## config.mk

```make
export PLATFORM = sky130hd
export DESIGN_NAME = rbr_accumulator
export DESIGN_NICKNAME = d
export VERILOG_FILES = /design/src/rtl/rbr_accumulator.sv
export SDC_FILE = /design/constraint.sdc
export NUM_CORES = 1
export LEC_CHECK = 0
export BUFFER_PORTS_ARGS = -buffer_cell sky130_fd_sc_hd__buf_2
export CAP_MARGIN = 20
export CORE_MARGIN = 4
export CORE_UTILIZATION = 40
export DETAILED_ROUTE_END_ITERATION = 12
export PLACE_DENSITY = 0.7
export SLEW_MARGIN = 10
export SYNTH_ARGS = -nofsm -noshare
export SYNTH_HDL_FRONTEND = slang
export SYNTH_SLANG_ARGS = --single-unit
```

## constraint.sdc

```tcl
create_clock -name clk_i -period 2.3 [get_ports clk_i]
set_input_delay 0.115 -clock clk_i [delete_from_list [all_inputs] [get_ports clk_i]]
set_output_delay 0.115 -clock clk_i [all_outputs]
set_load 0.02 [all_outputs]
```

## src/rtl/rbr_accumulator.sv

```systemverilog
// Bit-serial shift-add accumulator for RBR encoder codes, with a valid/ready result port.
// Optional macro RBR_ACC_SAT_EN: saturate at all-ones and raise a sticky ovf_o instead of wrapping.
module rbr_accumulator #(
   parameter  int ACC_W      = 16,
   parameter  int MAX_SLICES = 8,
   localparam int CNT_W      = $clog2(MAX_SLICES + 1)
) (
   input  logic             clk_i,
   input  logic             rst_ni,
   input  logic             start_i,
   input  logic [CNT_W-1:0] num_slices_i,
   input  logic             code_valid_i,
   input  logic [3:0]       code_i,
   output logic             busy_o,
   output logic             result_valid_o,
   input  logic             result_ready_i,
   output logic [ACC_W-1:0] result_o,
   output logic             ovf_o
);

   typedef enum logic [1:0] {IDLE, ACCUM, DONE} state_e;

   localparam logic [CNT_W-1:0] MAX_N = CNT_W'(MAX_SLICES);

   state_e             state_q, state_d;
   logic [ACC_W-1:0]   acc_q, acc_d;
   logic [ACC_W-1:0]   result_q, result_d;
   logic [CNT_W-1:0]   cnt_q, cnt_d;
   logic [CNT_W-1:0]   n_q, n_d;
   logic [CNT_W-1:0]   n_req, cnt_inc;
   logic [ACC_W-1:0]   acc_step;
   logic               step_ovf;
   logic               launch;
   logic               step_en;

   assign n_req   = (num_slices_i > MAX_N) ? MAX_N : num_slices_i;
   assign cnt_inc = cnt_q + CNT_W'(1);
   assign launch  = start_i && ((state_q == IDLE) || (state_q == DONE && result_ready_i));
   assign step_en = (state_q == ACCUM) && code_valid_i;

`ifdef RBR_ACC_SAT_EN
   logic [ACC_W+3:0] wide;
   logic             ovf_q, ovf_d;

   // Once clamped, all-ones shifted left always exceeds the range, so it stays clamped.
   assign wide     = ({4'b0, acc_q} << 1) + (ACC_W+4)'(code_i);
   assign step_ovf = |wide[ACC_W+3:ACC_W];
   assign acc_step = step_ovf ? '1 : wide[ACC_W-1:0];

   always_comb begin
      ovf_d = ovf_q;
      if (launch)                   ovf_d = 1'b0;
      else if (step_en && step_ovf) ovf_d = 1'b1;
   end

   always_ff @(posedge clk_i or negedge rst_ni) begin
      if (!rst_ni) ovf_q <= 1'b0;
      else         ovf_q <= ovf_d;
   end

   assign ovf_o = ovf_q;
`else
   assign step_ovf = 1'b0;
   assign acc_step = (acc_q << 1) + ACC_W'(code_i);
   assign ovf_o    = 1'b0;
`endif

   // State register
   always_ff @(posedge clk_i or negedge rst_ni) begin
      if (!rst_ni) state_q <= IDLE;
      else         state_q <= state_d;
   end

   // Next-state logic
   always_comb begin
      state_d = state_q;
      case (state_q)
         IDLE:  if (launch) state_d = (n_req == '0) ? DONE : ACCUM;
         ACCUM: if (step_en && cnt_inc == n_q) state_d = DONE;
         DONE: begin
            if (launch)              state_d = (n_req == '0) ? DONE : ACCUM;
            else if (result_ready_i) state_d = IDLE;
         end
         default: state_d = IDLE;
      endcase
   end

   // Outputs
   always_comb begin
      busy_o         = (state_q == ACCUM);
      result_valid_o = (state_q == DONE);
      result_o       = result_q;
   end

   // Datapath
   always_comb begin
      acc_d    = acc_q;
      cnt_d    = cnt_q;
      n_d      = n_q;
      result_d = result_q;
      if (launch) begin
         acc_d = '0;
         cnt_d = '0;
         n_d   = n_req;
         if (n_req == '0) result_d = '0;
      end else if (step_en) begin
         acc_d = acc_step;
         cnt_d = cnt_inc;
         if (cnt_inc == n_q) result_d = acc_step;
      end
   end

   always_ff @(posedge clk_i or negedge rst_ni) begin
      if (!rst_ni) begin
         acc_q    <= '0;
         cnt_q    <= '0;
         n_q      <= '0;
         result_q <= '0;
      end else begin
         acc_q    <= acc_d;
         cnt_q    <= cnt_d;
         n_q      <= n_d;
         result_q <= result_d;
      end
   end

endmodule
```

# Yosys cells after proc, flatten, opt, wreduce, memory -nomap -nowiden
# Index checks and enable logic that the tools add are counted.
# totals
output_inout_bits	19
reg_bits	41
# op_classes
magnitude_cmp	1
add_sub_neg	2
n_eq_ne	7
muxes	15
n_reduce_logical	11
# ops
op	count
$mux 16	4
$mux 15	2
$add 16x4->16	1
$mux 4	3
$mux 2	5
$pmux 2 s3	1
$reduce_and 3->1	2
$add 4x1->4 const B	1
$eq 4x4->1	1
$gt 4x4->1 const B	1
$logic_and 1x1->1	4
$logic_not 4->1	1
$ne 2x1->1 const B	2
$reduce_bool 2->1	2
$ne 3x1->1 const B	1
$eq 2x1->1 const B	1
$eq 2x2->1 const B	1
$logic_not 2->1	1
$ne 2x2->1 const B	1
$logic_or 1x1->1	1

# Depth between registers and ports, before layout
# Gate-level depths: netlist of run 1.
# depth
word_depth	6
depth_mapped	8
mapped_depth_nobuf	8

# Worst setup path before layout of run 1
# Ideal clock, no wire load.
# synth_timing
kind	flip-flop to flip-flop
start	reg acc_q[0]
end	reg result_q[13], in the netlist result_o[13]
setup_ns	0.125
t_required_ns	2.175
setup_slack_ns	0.387
synth_period_minus_slack_ns	1.913
n_path_buf	0
stages_incl_launch_ff	9
arrival_time_ns	1.788
path_cell_list	dfrtp_1 ha_1 inv_1 fa_1 nor2b_1 o2111ai_1 xor2_1 nor2_1 mux2_2
# synth_between
elab_chain_len	4
# synth_rtl
item	line_no	rtl
start: declaration	26	logic [ACC_W-1:0] acc_q, acc_d;
start signal: assignment	115	acc_q <= '0;
start signal: assignment	120	acc_q <= acc_d;
$add 16x4->16	64	assign acc_step = (acc_q << 1) + ACC_W'(code_i);
$mux 16	109	if (cnt_inc == n_q) result_d = acc_step;
$mux 16	106	end else if (step_en) begin
$mux 16	101	if (launch) begin
end signal: assignment	123	result_q <= result_d;
end: declaration	27	logic [ACC_W-1:0] result_q, result_d;
# No other way between the ends. The select of a mux whose other input is x is not followed.
# A chain may end at the register's enable or synchronous reset.

# Final worst setup path of run 1
# layout_timing
start	reg cnt_q[0]
end	reg result_q[3], in the netlist result_o[3]
# layout_between
elab_chain_len	4
# layout_rtl
item	line_no	rtl
start: declaration	28	logic [CNT_W-1:0] cnt_q, cnt_d;
start signal: assignment	121	cnt_q <= cnt_d;
$add 4x1->4	37	assign cnt_inc = cnt_q + CNT_W'(1);
$eq 4x4->1	109	
$reduce_bool 2->1 (no source line)	-	
$reduce_and 3->1 (no source line)	-	
# No other way between the ends.

==> results of run 1 <==
power by group through the flow:
stage	combinational, uW	sequential, uW	clock [uW]
floorplan	905	1400	0
global placement	1390	1300	0
detailed placement	1430	1300	0
CTS	1430	1300	706
global route	1590	1350	734
finish	1420	1290	688
registers in the layout, summed over array words and instances (netlist names):
| signal | flops |
|---|---|
| cnt_q | 4 |
| result_o | 16 |
| n_q | 4 |
| acc_q | 15 |
| state_q | 2 |
worst max-delay path by stage:
stage | start | endpoint | slack, ns | depth (start not counted)
2_1_floorplan | acc_q[0]$_DFFE_PN0P_ | result_o[13]$_DFFE_PN0P_ | 0.39 | 8
3_3_place_gp | acc_q[0]$_DFFE_PN0P_ | result_o[7]$_DFFE_PN0P_ | 0.22 | 8
3_5_place_dp | acc_q[0]$_DFFE_PN0P_ | result_o[13]$_DFFE_PN0P_ | 0.19 | 8
4_1_cts | acc_q[0]$_DFFE_PN0P_ | result_o[5]$_DFFE_PN0P_ | 0.16 | 8
5_1_grt | cnt_q[0]$_DFFE_PN0P_ | state_q[1]$_DFFE_PN0P_ | 0.04 | 7
6_report | cnt_q[0]$_DFFE_PN0P_ | result_o[3]$_DFFE_PN0P_ | 0.20 | 6
through the flow:
step	cell area, um2	instances
finish	2419	293
global route	2419	293
CTS	2416	293
detailed placement	2272	284
global placement	2272	284
floorplan	2039	190
layer usage:
metal | vias to the layer above | part of all wire (%) | track usage, %
li1 | 742 | - | -
met1 | 717 | 46 | 21.31
met2 | 48 | 45 | 23.99
met3 | 8 | 7.3 | 3.837
met4 | 0 | 1.6 | 6.014
met5 | - | 0 | 0
area by class of cell:
class	count	share of cell area, %
well taps	67	3.466
inverters	4	0.6208
flip-flops and latches	41	42.42
multi-input cells	136	39.47
repair buffers	37	8.484
clock inverters	3	2.690
clock buffers	5	2.845
critical path, delay by kind of cell (launching register included):
family	cells	cell delay [ns]
AO/OA/AOI/OAI	3	0.63
flip-flops	1	0.45
multiplexers	1	0.37
XOR/XNOR	1	0.27
adder cells (fa/ha/maj)	1	0.26
cell usage in the layout (no fill, tap or decap):
cell type      synthesis  layout
and3_4                 1       1
mux2_2                 7       7
nand2b_1               2       2
clkbuf_8               0       5
a22o_1                 4       4
and3_1                 5       5
a21boi_2               1       1
xnor2_1                5       5
xor2_1                12      12
nand3b_1               5       5
o2111ai_1              5       5
xnor3_1                1       1
a21oi_1                8       8
o2bb2ai_1              7       7
inv_1                  4       4
and3b_1                1       1
and2_1                 2       2
nand3_1                2       2
a211oi_1               4       4
nand2_1               19      19
a22o_2                 2       2
nor2b_1                2       1
nor2_1                16      16
nor4_1                 1       1
conb_1                 1       1
o21ai_0               14      14
o2111a_2               1       1
buf_4                  1       6
nand4_1                1       1
ha_1                   4       4
dlygate4sd3_1          0       1
clkinv_2               0       1
o31ai_1                1       1
a21oi_4                1       1
nor2b_2                0       1
buf_2                  1      30
fa_1                   1       1
bufinv_16              0       2
dfrtp_1               41      41
logic make-up after synthesis:
| logic type | count (synthesis) |
|---|---|
| buf+inv | 13 |
| other cells | 1 |
| xor+xnor | 18 |
| fa+ha+maj | 5 |
| mux | 7 |
| compound gates | 48 |
| flops | 41 |
| simple gates | 57 |
what timing repair did:
item,in CTS,in global routing
setup buffers,0,0
hold buffers,1,0
endpoints found under the setup margin,0,3
gates resized for setup,0,1
endpoints found under the hold margin,41,0
==> reports/results.tsv, run 1 <==
metric	value	unit
outcome	finished, final reports clean	
area taken by flip-flops and latches	1026	um2
Tot Pwr	3400	uW
routed vias/inst	5.171	
compound-gate portion of the synthesized area	17.06	%
Switch Pwr	1312	uW
crit path cell chain	ha_1 > xnor2_1 > a21oi_1 > o2111a_2 > a21oi_4 > mux2_2	
largest net degree at the start of global routing	42	
Min Hold Slack	0.02001	ns
Max Slew Vio Count	0	
Worst-Skew Late Latency	0.30	ns
critical-path maximum fanout	8	
slew margin rel.	38.62	%
CP Launch Type	flop	
Logic pwr share	41.8	%
die span in y	79.41	um
Filler cells	460	
Clock H-tree levels	2	
Hold WC Path Type	primary input to flop	
synth top area cells	dfrtp_1 (50%), xor2_1 (5.2%), mux2_2 (3.9%)	
crit share post-route	91.33	%
Post-synth top flop	dfrtp_1	
# setup viols final	0	
vias in the first global route	1547	
sequential area share after synthesis	50.31	%
Max-Cap Viols	0	
data required time of the worst path	2.48	ns
width of the die	79.41	um
clock-pin slew on the worst setup and hold paths	0.08	ns
global route overflow	0	
Hold Crit Depth	2	
Peak VDD IR	0.0006380	V
crit path max-delay cell type	dfrtp_1	
kind of critical path	flop to flop	
Power Dens Cells	1406	nW/um2
CTS Sinks	41	
layout cell share with drive strength beyond 1	25.66	%
final wirelength	4365	um
final worst path period need	2.101	ns
P_int	2088	uW
Worst path max stage delay	0.45	ns
WL/cell	14.90	um
top-area cell type share of the netlist area	50.31	%
IO Count	32	
Setup crit end kind	flop	
R2R cell count	6	
Final Hold Vio Count	0	
Seq pwr share	38.0	%
area of the multi-input gates	954.7	um2
Pre-antenna DRT Iters	4	
input/output buffers	30	
cell taking the most area after synthesis	dfrtp_1	
HP Start	result_ready_i	
number of synthesized register bits	41	
1st-iter DRT viols	97	
initial antenna violation count	0	
Worst-Margin Slew	0.9207	ns
routability cong.	0.8163	
number of synthesized flops with an enable pin	0	
largest family of logic cells by synthesized area	compound AO/OA/AOI/OAI gates	
reg2reg setup slack	0.20	ns
CTS tree	done	
utilization after layout	50.21	%
Sw Share	38.59	%
Post-DP HPWL	3108	um
Post-Syn Area	2039	um2
leakage	0.001144	uW
Synthesized Nets	208	
number of buffers created by CTS	5	
Clk network pwr share	20.2	%
fin nets	243	
syn avg cell area	10.73	um2
post-synthesis cell count	190	
Overall Global Routing Usage	15.62	%
root buf cell	clkbuf_8	
Rows	25	
RSZ-0062 raised after global routing	no	
Async SR Flop Fraction	100.0	%
hold endpoint	state_q[1]$_DFFE_PN0P_	
crit path DAT	2.28	ns
Layout area overhead	18.59	%
Max Fclk	0.4761	GHz
Vias	1515	
DRC	0	
Initial Util	42.34	%
simple-gate share of the synthesized area	13.74	%
Clock Path Buffers	2	
synth unique cells	37	
FF-to-FF End	result_o[3]$_DFFE_PN0P_	
Synth top cells by count	dfrtp_1 (41), nand2_1 (19), nor2_1 (16), o21ai_0 (14), xor2_1 (12)	
top-count cell post-synth	dfrtp_1	
adder-cell share of the synthesized area	3.436	%
ant diodes	0	
full die area	6305	um2
FF-to-FF Start	cnt_q[0]$_DFFE_PN0P_	
fin worst setup slack	0.1994	ns
Fin Setup TNS	0	ns
remaining antenna violation count after routing	0	
worst clock skew	0.006849	ns
multiplexer area fraction after synthesis	3.865	%
Synth Warn #	0	
Synth Area in XOR/XNOR	8.405	%
Place WS	0.1911	ns
first-pass GRT wire length	7631	um
Core Region	4817	um2
No activity file was read; power rests on OpenSTA's default activity.
==> run 2, diff against run 1 <==
--- a/config.mk
+++ b/config.mk
@@ -7,6 +7,7 @@
 export LEC_CHECK = 0
 export BUFFER_PORTS_ARGS = -buffer_cell sky130_fd_sc_hd__buf_2
 export CAP_MARGIN = 20
+export CORE_ASPECT_RATIO = 1.2
 export CORE_MARGIN = 4
 export CORE_UTILIZATION = 40
 export DETAILED_ROUTE_END_ITERATION = 12
==> reports/results.tsv, run 2 (synthesis gave the netlist of run 1 again) <==
metric	value	unit	change
met1 usage	19.96	%	was 21.31%
kind of critical path	flop to flop		unchanged
Hold Crit Depth	2		unchanged
Rows	28		was 25
CTS tree	done		unchanged
Worst path max stage delay	0.39	ns	was 0.45 ns
data required time of the worst path	2.48	ns	about the same
worst clock skew	0.003273	ns	was 0.006849 ns
commonest non-fill, non-tap cells in the layout	dfrtp_1 (41), buf_2 (30), nand2_1 (19)		unchanged
Place WS	0.2117	ns	was 0.1911 ns
Final Hold Vio Count	0		unchanged
initial antenna violation count	0		unchanged
Pre-antenna DRT Iters	4		unchanged
R2R cell count	8		was 6
IO Count	32		unchanged
# setup viols final	0		unchanged
Vias	1513		was 1515
reg2reg setup slack	0.18	ns	was 0.20 ns
final non-filler cell total	285		was 293
largest net degree at the start of global routing	42		unchanged
Power Dens Cells	1383	nW/um2	was 1406 nW/um2
Hold WC Path Type	primary input to flop		unchanged
first-pass GRT wire length	7548	um	was 7631 um
Core Region	4940	um2	was 4817 um2
Clock H-tree levels	2		unchanged
outcome	finished, final reports clean		unchanged
clock-pin slew on the worst setup and hold paths	0.08	ns	about the same
full die area	6310	um2	was 6305 um2
Switch Pwr	1296	uW	was 1312 uW
slew margin rel.	38.31	%	was 38.62%
P_int	1999	uW	was 2088 uW
Overall Global Routing Usage	15.38	%	was 15.62%
final wirelength	4278	um	was 4365 um
Sw Share	39.33	%	was 38.59%
routed vias/inst	5.309		was 5.171
Worst-Margin Slew	0.9253	ns	was 0.9207 ns
Global Route met3 Usage	3.248	%	was 3.837%
Initial Util	41.29	%	was 42.34%
hold endpoint	state_q[1]$_DFFE_PN0P_		unchanged
routability cong.	0.8470		was 0.8163
Seq pwr share	39.1	%	was 38.0%
global route overflow	0		unchanged
CTS Sinks	41		unchanged
GR Util met2	25.14	%	was 23.99%
Min Hold Slack	0.04630	ns	was 0.02001 ns
input/output buffers	30		unchanged
root buf cell	clkbuf_8		unchanged
Max Slew Vio Count	0		unchanged
die span in y	86.22	um	was 79.41 um
Crit path max-delay family	adder cells		was compound AO/OA/AOI/OAI gates
Max Fclk	0.4725	GHz	was 0.4761 GHz
critical-path maximum fanout	6		was 8
CP Launch Type	flop		unchanged
grt peak-use layer	met2		unchanged
WL/cell	15.01	um	was 14.90 um
width of the die	73.19	um	was 79.41 um
Clk network pwr share	18.2	%	was 20.2%
fin worst setup slack	0.1834	ns	was 0.1994 ns
FF-to-FF End	result_o[13]$_DFFE_PN0P_		was result_o[3]$_DFFE_PN0P_
Peak VDD IR	0.0004237	V	was 0.0006380 V
layout cell share with drive strength beyond 1	24.44	%	was 25.66%
vias in the first global route	1567		was 1547
Worst Path Buf+Inv	1		was 0
crit path cell chain	ha_1 > inv_1 > fa_1 > nor2b_1 > o2111ai_1 > xor2_1 > nor2_1 > mux2_2		was ha_1 > xnor2_1 > a21oi_1 > o2111a_2 > a21oi_4 > mux2_2
ant diodes	0		unchanged
Post-DP HPWL	3084	um	was 3108 um
fin nets	242		was 243
most common cell after layout, fill and taps aside	dfrtp_1		unchanged
Worst-Skew Late Latency	0.29	ns	was 0.30 ns
Logic pwr share	42.7	%	was 41.8%
Layout area overhead	16.81	%	was 18.59%
HP Start	result_ready_i		unchanged
Max-Cap Viols	0		unchanged
DRC	0		unchanged
Inst Count DP	276		was 284
final worst path period need	2.117	ns	was 2.101 ns
crit share post-route	92.03	%	was 91.33%
crit path DAT	2.29	ns	was 2.28 ns
Setup crit end kind	flop		unchanged
leakage	0.001128	uW	was 0.001144 uW
Fin Setup TNS	0	ns	unchanged
RSZ-0062 raised after global routing	no		unchanged
Clock Path Buffers	2		unchanged
number of buffers created by CTS	5		unchanged
1st-iter DRT viols	83		was 97
remaining antenna violation count after routing	0		unchanged
crit path max-delay cell type	fa_1		was dfrtp_1
max reg flops	16		unchanged
FF-to-FF Start	acc_q[0]$_DFFE_PN0P_		was cnt_q[0]$_DFFE_PN0P_
## run 2: final cells by class
| cell class | count | area [um2] |
|---|---|---|
| Clock buffer | 7 | 86.33 |
| Inverter | 4 | 15.01 |
| Multi-Input combinational cell | 136 | 952.2 |
| Timing Repair Buffer | 36 | 197.7 |
| Tap cell | 60 | 75.07 |
| Sequential cell | 41 | 1026 |
| Fill cell | 482 | 2557 |
| Clock inverter | 1 | 30.03 |
## run 2: metrics by stage
stage,utilization (%),total power (uW),area (um2)
4_1_cts,48.23,3329,2382
3_3_place_gp,45.67,2683,2256
2_1_floorplan,-,2303,2039
6_report,48.23,3295,2382
3_5_place_dp,45.67,2718,2256
5_1_grt,48.23,3575,2382
## run 2: metal layers
| layer | up-vias | wire length [um] | part of all wire, % |
|---|---|---|---|
| met3 | 5 | 158 | 3.7 |
| met2 | 26 | 2084 | 49 |
| met1 | 740 | 1959 | 46 |
| met4 | 0 | 76 | 1.8 |
| met5 | - | 0 | 0 |
| li1 | 742 | - | - |
## run 2: worst register-to-register path, stage by stage, from the launching register on
cell       delay, ns
dfrtp_1         0.35
ha_1            0.16
inv_1           0.05
fa_1            0.39
nor2b_1         0.34
o2111ai_1       0.18
xor2_1          0.22
nor2_1          0.06
mux2_2          0.26
## run 2: worst max path at each step
| stage | start | to | slack [ns] | depth (start not counted) |
|---|---|---|---|---|
| floorplan | acc_q[0]$_DFFE_PN0P_ | result_o[13]$_DFFE_PN0P_ | 0.39 | 8 |
| global placement | acc_q[0]$_DFFE_PN0P_ | result_o[11]$_DFFE_PN0P_ | 0.23 | 8 |
| detailed placement | acc_q[0]$_DFFE_PN0P_ | result_o[11]$_DFFE_PN0P_ | 0.21 | 8 |
| CTS | acc_q[0]$_DFFE_PN0P_ | result_o[13]$_DFFE_PN0P_ | 0.19 | 8 |
| global route | acc_q[0]$_DFFE_PN0P_ | result_o[7]$_DFFE_PN0P_ | 0.009 | 8 |
| finish | acc_q[0]$_DFFE_PN0P_ | result_o[13]$_DFFE_PN0P_ | 0.18 | 8 |
## run 2: power groups by stage
stage               sequential (uW)  clock, uW  combinational (uW)
finish                         1290        599                1410
floorplan                      1400          0                 905
detailed placement             1310          0                1410
global route                   1340        656                1580
CTS                            1290        616                1420
global placement               1300          0                1390
## run 2: timing repair
action                                  CTS  global route
resized for setup                         0             0
endpoints found under the hold margin    41             0
hold buffers                              1             0
endpoints found under the setup margin    0             0
setup buffers                             0             0
==> run 3, diff against run 2 <==
--- a/config.mk
+++ b/config.mk
@@ -11,8 +11,8 @@
 export CORE_MARGIN = 4
 export CORE_UTILIZATION = 40
 export DETAILED_ROUTE_END_ITERATION = 12
-export PLACE_DENSITY = 0.7
-export SLEW_MARGIN = 10
+export PLACE_DENSITY = 0.72
+export SETUP_SLACK_MARGIN = 0.4
 export SYNTH_ARGS = -nofsm -noshare
 export SYNTH_HDL_FRONTEND = slang
 export SYNTH_SLANG_ARGS = --single-unit
==> constraint.sdc (replaced) <==
create_clock -name clk_i -period 1.7 [get_ports clk_i]
set_input_delay 0.085 -clock clk_i [delete_from_list [all_inputs] [get_ports clk_i]]
set_output_delay 0.085 -clock clk_i [all_outputs]
set_load 0.02 [all_outputs]
==> reports/results.tsv, run 3 (synthesis gave the netlist of run 1 again) <==
metric	value	unit	change
layout cell share with drive strength beyond 1	55.72	%	was 24.44%
routed vias/inst	5.405		was 5.309
RSZ-0062 raised after global routing	yes		was no
metal2 WL	3176	um	was 2084 um
top layer in use	met4		unchanged
Design Area, Final	3279	um2	was 2382 um2
area of the multi-input gates	1296	um2	was 952.2 um2
Power Dens Cells	1928	nW/um2	was 1383 nW/um2
Vias	1789		was 1513
commonest non-fill, non-tap cells in the layout	dfrtp_1 (40), buf_2 (28), buf_4 (27)		was dfrtp_1 (41), buf_2 (30), nand2_1 (19)
Initial Util	41.29	%	unchanged
Hold WC Path Type	primary input to flop		unchanged
Rows	28		unchanged
violated checks	negative setup slack		
largest net degree at the start of global routing	23		was 42
leakage	0.001502	uW	was 0.001128 uW
Layout area overhead	60.80	%	was 16.81%
Clock H-tree levels	2		unchanged
global route overflow	0		unchanged
crit share post-route	119.1	%	was 92.03%
DRC	0		unchanged
Peak VDD IR	0.0009067	V	was 0.0004237 V
R2R cell count	8		unchanged
vias in the first global route	1948		was 1567
IO Count	32		unchanged
ant diodes	0		unchanged
crit path DAT	2.22	ns	was 2.29 ns
die span in y	86.22	um	unchanged
# setup viols final	25		was 0
initial antenna violation count	0		unchanged
CTS Sinks	41		unchanged
number of buffers created by CTS	5		unchanged
area taken by flip-flops and latches	1027	um2	was 1026 um2
worst clock skew	0.003714	ns	was 0.003273 ns
Pre-antenna DRT Iters	4		unchanged
Post-Route M1 WL	2415	um	was 1959 um
WL/cell	18.34	um	was 15.01 um
final worst path period need	2.024	ns	was 2.117 ns
first-pass GRT wire length	9335	um	was 7548 um
Filler cells	340		was 482
Hold Crit Depth	3		was 2
Max Fclk	0.4941	GHz	was 0.4725 GHz
full die area	6310	um2	unchanged
data required time of the worst path	1.90	ns	was 2.48 ns
width of the die	73.19	um	unchanged
1st-iter DRT viols	104		was 83
outcome	finished, violations left		was finished, final reports clean
Post-DP HPWL	3604	um	was 3084 um
remaining antenna violation count after routing	0		unchanged
Worst-Skew Late Latency	0.31	ns	was 0.29 ns
kind of critical path	flop to flop		unchanged
Overall Global Routing Usage	19.61	%	was 15.38%
clock-pin slew on the worst setup and hold paths	0.08	ns	about the same
final wirelength	6071	um	was 4278 um
Core Region	4940	um2	unchanged
input/output buffers	30		unchanged
Max-Cap Viols	0		unchanged
Setup crit end kind	flop		unchanged
fin worst setup slack	-0.3239	ns	was 0.1834 ns
max reg flops	16		unchanged
Max Slew Vio Count	0		unchanged
routability cong.	0.7526		was 0.8470
fin nets	288		was 242
placement-stage cell area	2586	um2	was 2256 um2
Tot Pwr	6321	uW	was 3295 uW
critical-path maximum fanout	6		unchanged
Clock Path Buffers	2		unchanged
CP Launch Type	flop		unchanged
CTS tree	done		unchanged
met3 WL	266	um	was 158 um
Final Hold Vio Count	0		unchanged
root buf cell	clkbuf_8		unchanged
most common cell after layout, fill and taps aside	dfrtp_1		unchanged
## run 3: cell types whose count changed in the layout (fill, tap and decap cells not counted), sizes merged
cell         delta
clkinv          +1
buf            +43
bufbuf          +1
dlygate4sd3     +1
clkbuf          -1
clkinvlp        +1
## run 3: metrics by stage
step,setup WS (ns),TNS [ns],utilization (%),cells,hold slack (ns)
2_1_floorplan,-0.07620,-0.5654,-,190,-0.2106
3_3_place_gp,-0.1931,-1.572,52.36,298,0.07021
3_5_place_dp,-0.2253,-2.535,52.36,298,0.07828
4_1_cts,-0.2467,-2.638,61.32,319,0.03420
5_1_grt,-0.4062,-5.871,66.39,331,0.03027
6_report,-0.3239,-4.395,66.39,331,0.02044
## run 3: worst paths after layout
| kind | start | to | slack [ns] |
|---|---|---|---|
| worst max-delay path | acc_q[0]$_DFFE_PN0P_ | result_o[13]$_DFFE_PN0P_ | -0.32 |
| worst min-delay path | num_slices_i[3] | n_q[3]$_DFFE_PN0P_ | 0.02 |
| worst max register to register | acc_q[0]$_DFFE_PN0P_ | result_o[13]$_DFFE_PN0P_ | -0.32 |
| worst min register to register | result_o[14]$_DFFE_PN0P_ | result_o[14]$_DFFE_PN0P_ | 0.50 |
| max in group asynchronous | rst_ni | result_o[10]$_DFFE_PN0P_ | 0.95 |
| min in group asynchronous | rst_ni | n_q[0]$_DFFE_PN0P_ | 0.27 |
## run 3: worst max-delay path: stages (launching register included)
cell,delay (ns)
dfrtp_1,0.36
ha_2,0.19
inv_2,0.04
fa_2,0.36
nor2b_4,0.22
o2111ai_2,0.17
xor2_2,0.24
nor2_1,0.07
mux2_2,0.26
## run 3: area by class of cell
class                      instances  share of cell area (%)
multi-input combinational        136                   39.53
sequential                        41                   31.32
timing repair buffer              82                   22.89
tap                               60                   2.289
clock buffer                       5                   2.098
clock inverter                     3                   1.412
inverter                           4                  0.4578
## run 3: timing repair
item,CTS,global route
hold buffers,2,0
endpoints found under the setup margin,41,43
endpoints found under the hold margin,20,0
gates resized for setup,43,27
pin swaps,19,16
setup buffers,8,11
gates cloned,3,1
## run 3: power breakdown
| group | internal [uW] | switching (uW) | leakage (uW) | total (uW) |
|---|---|---|---|---|
| registers | 1410 | 388 | 0.000523 | 1800 |
| logic | 1970 | 1730 | 0.000924 | 3700 |
| clock network | 440 | 382 | 0.0000543 | 822 |
| total | 3820 | 2500 | 0.00150 | 6320 |
## run 3: routing by layer
metal	vias to the layer above	track usage, %
li1	825	-
met1	891	23.57
met2	52	32.71
met3	21	4.408
met4	0	9.564
met5	-	0
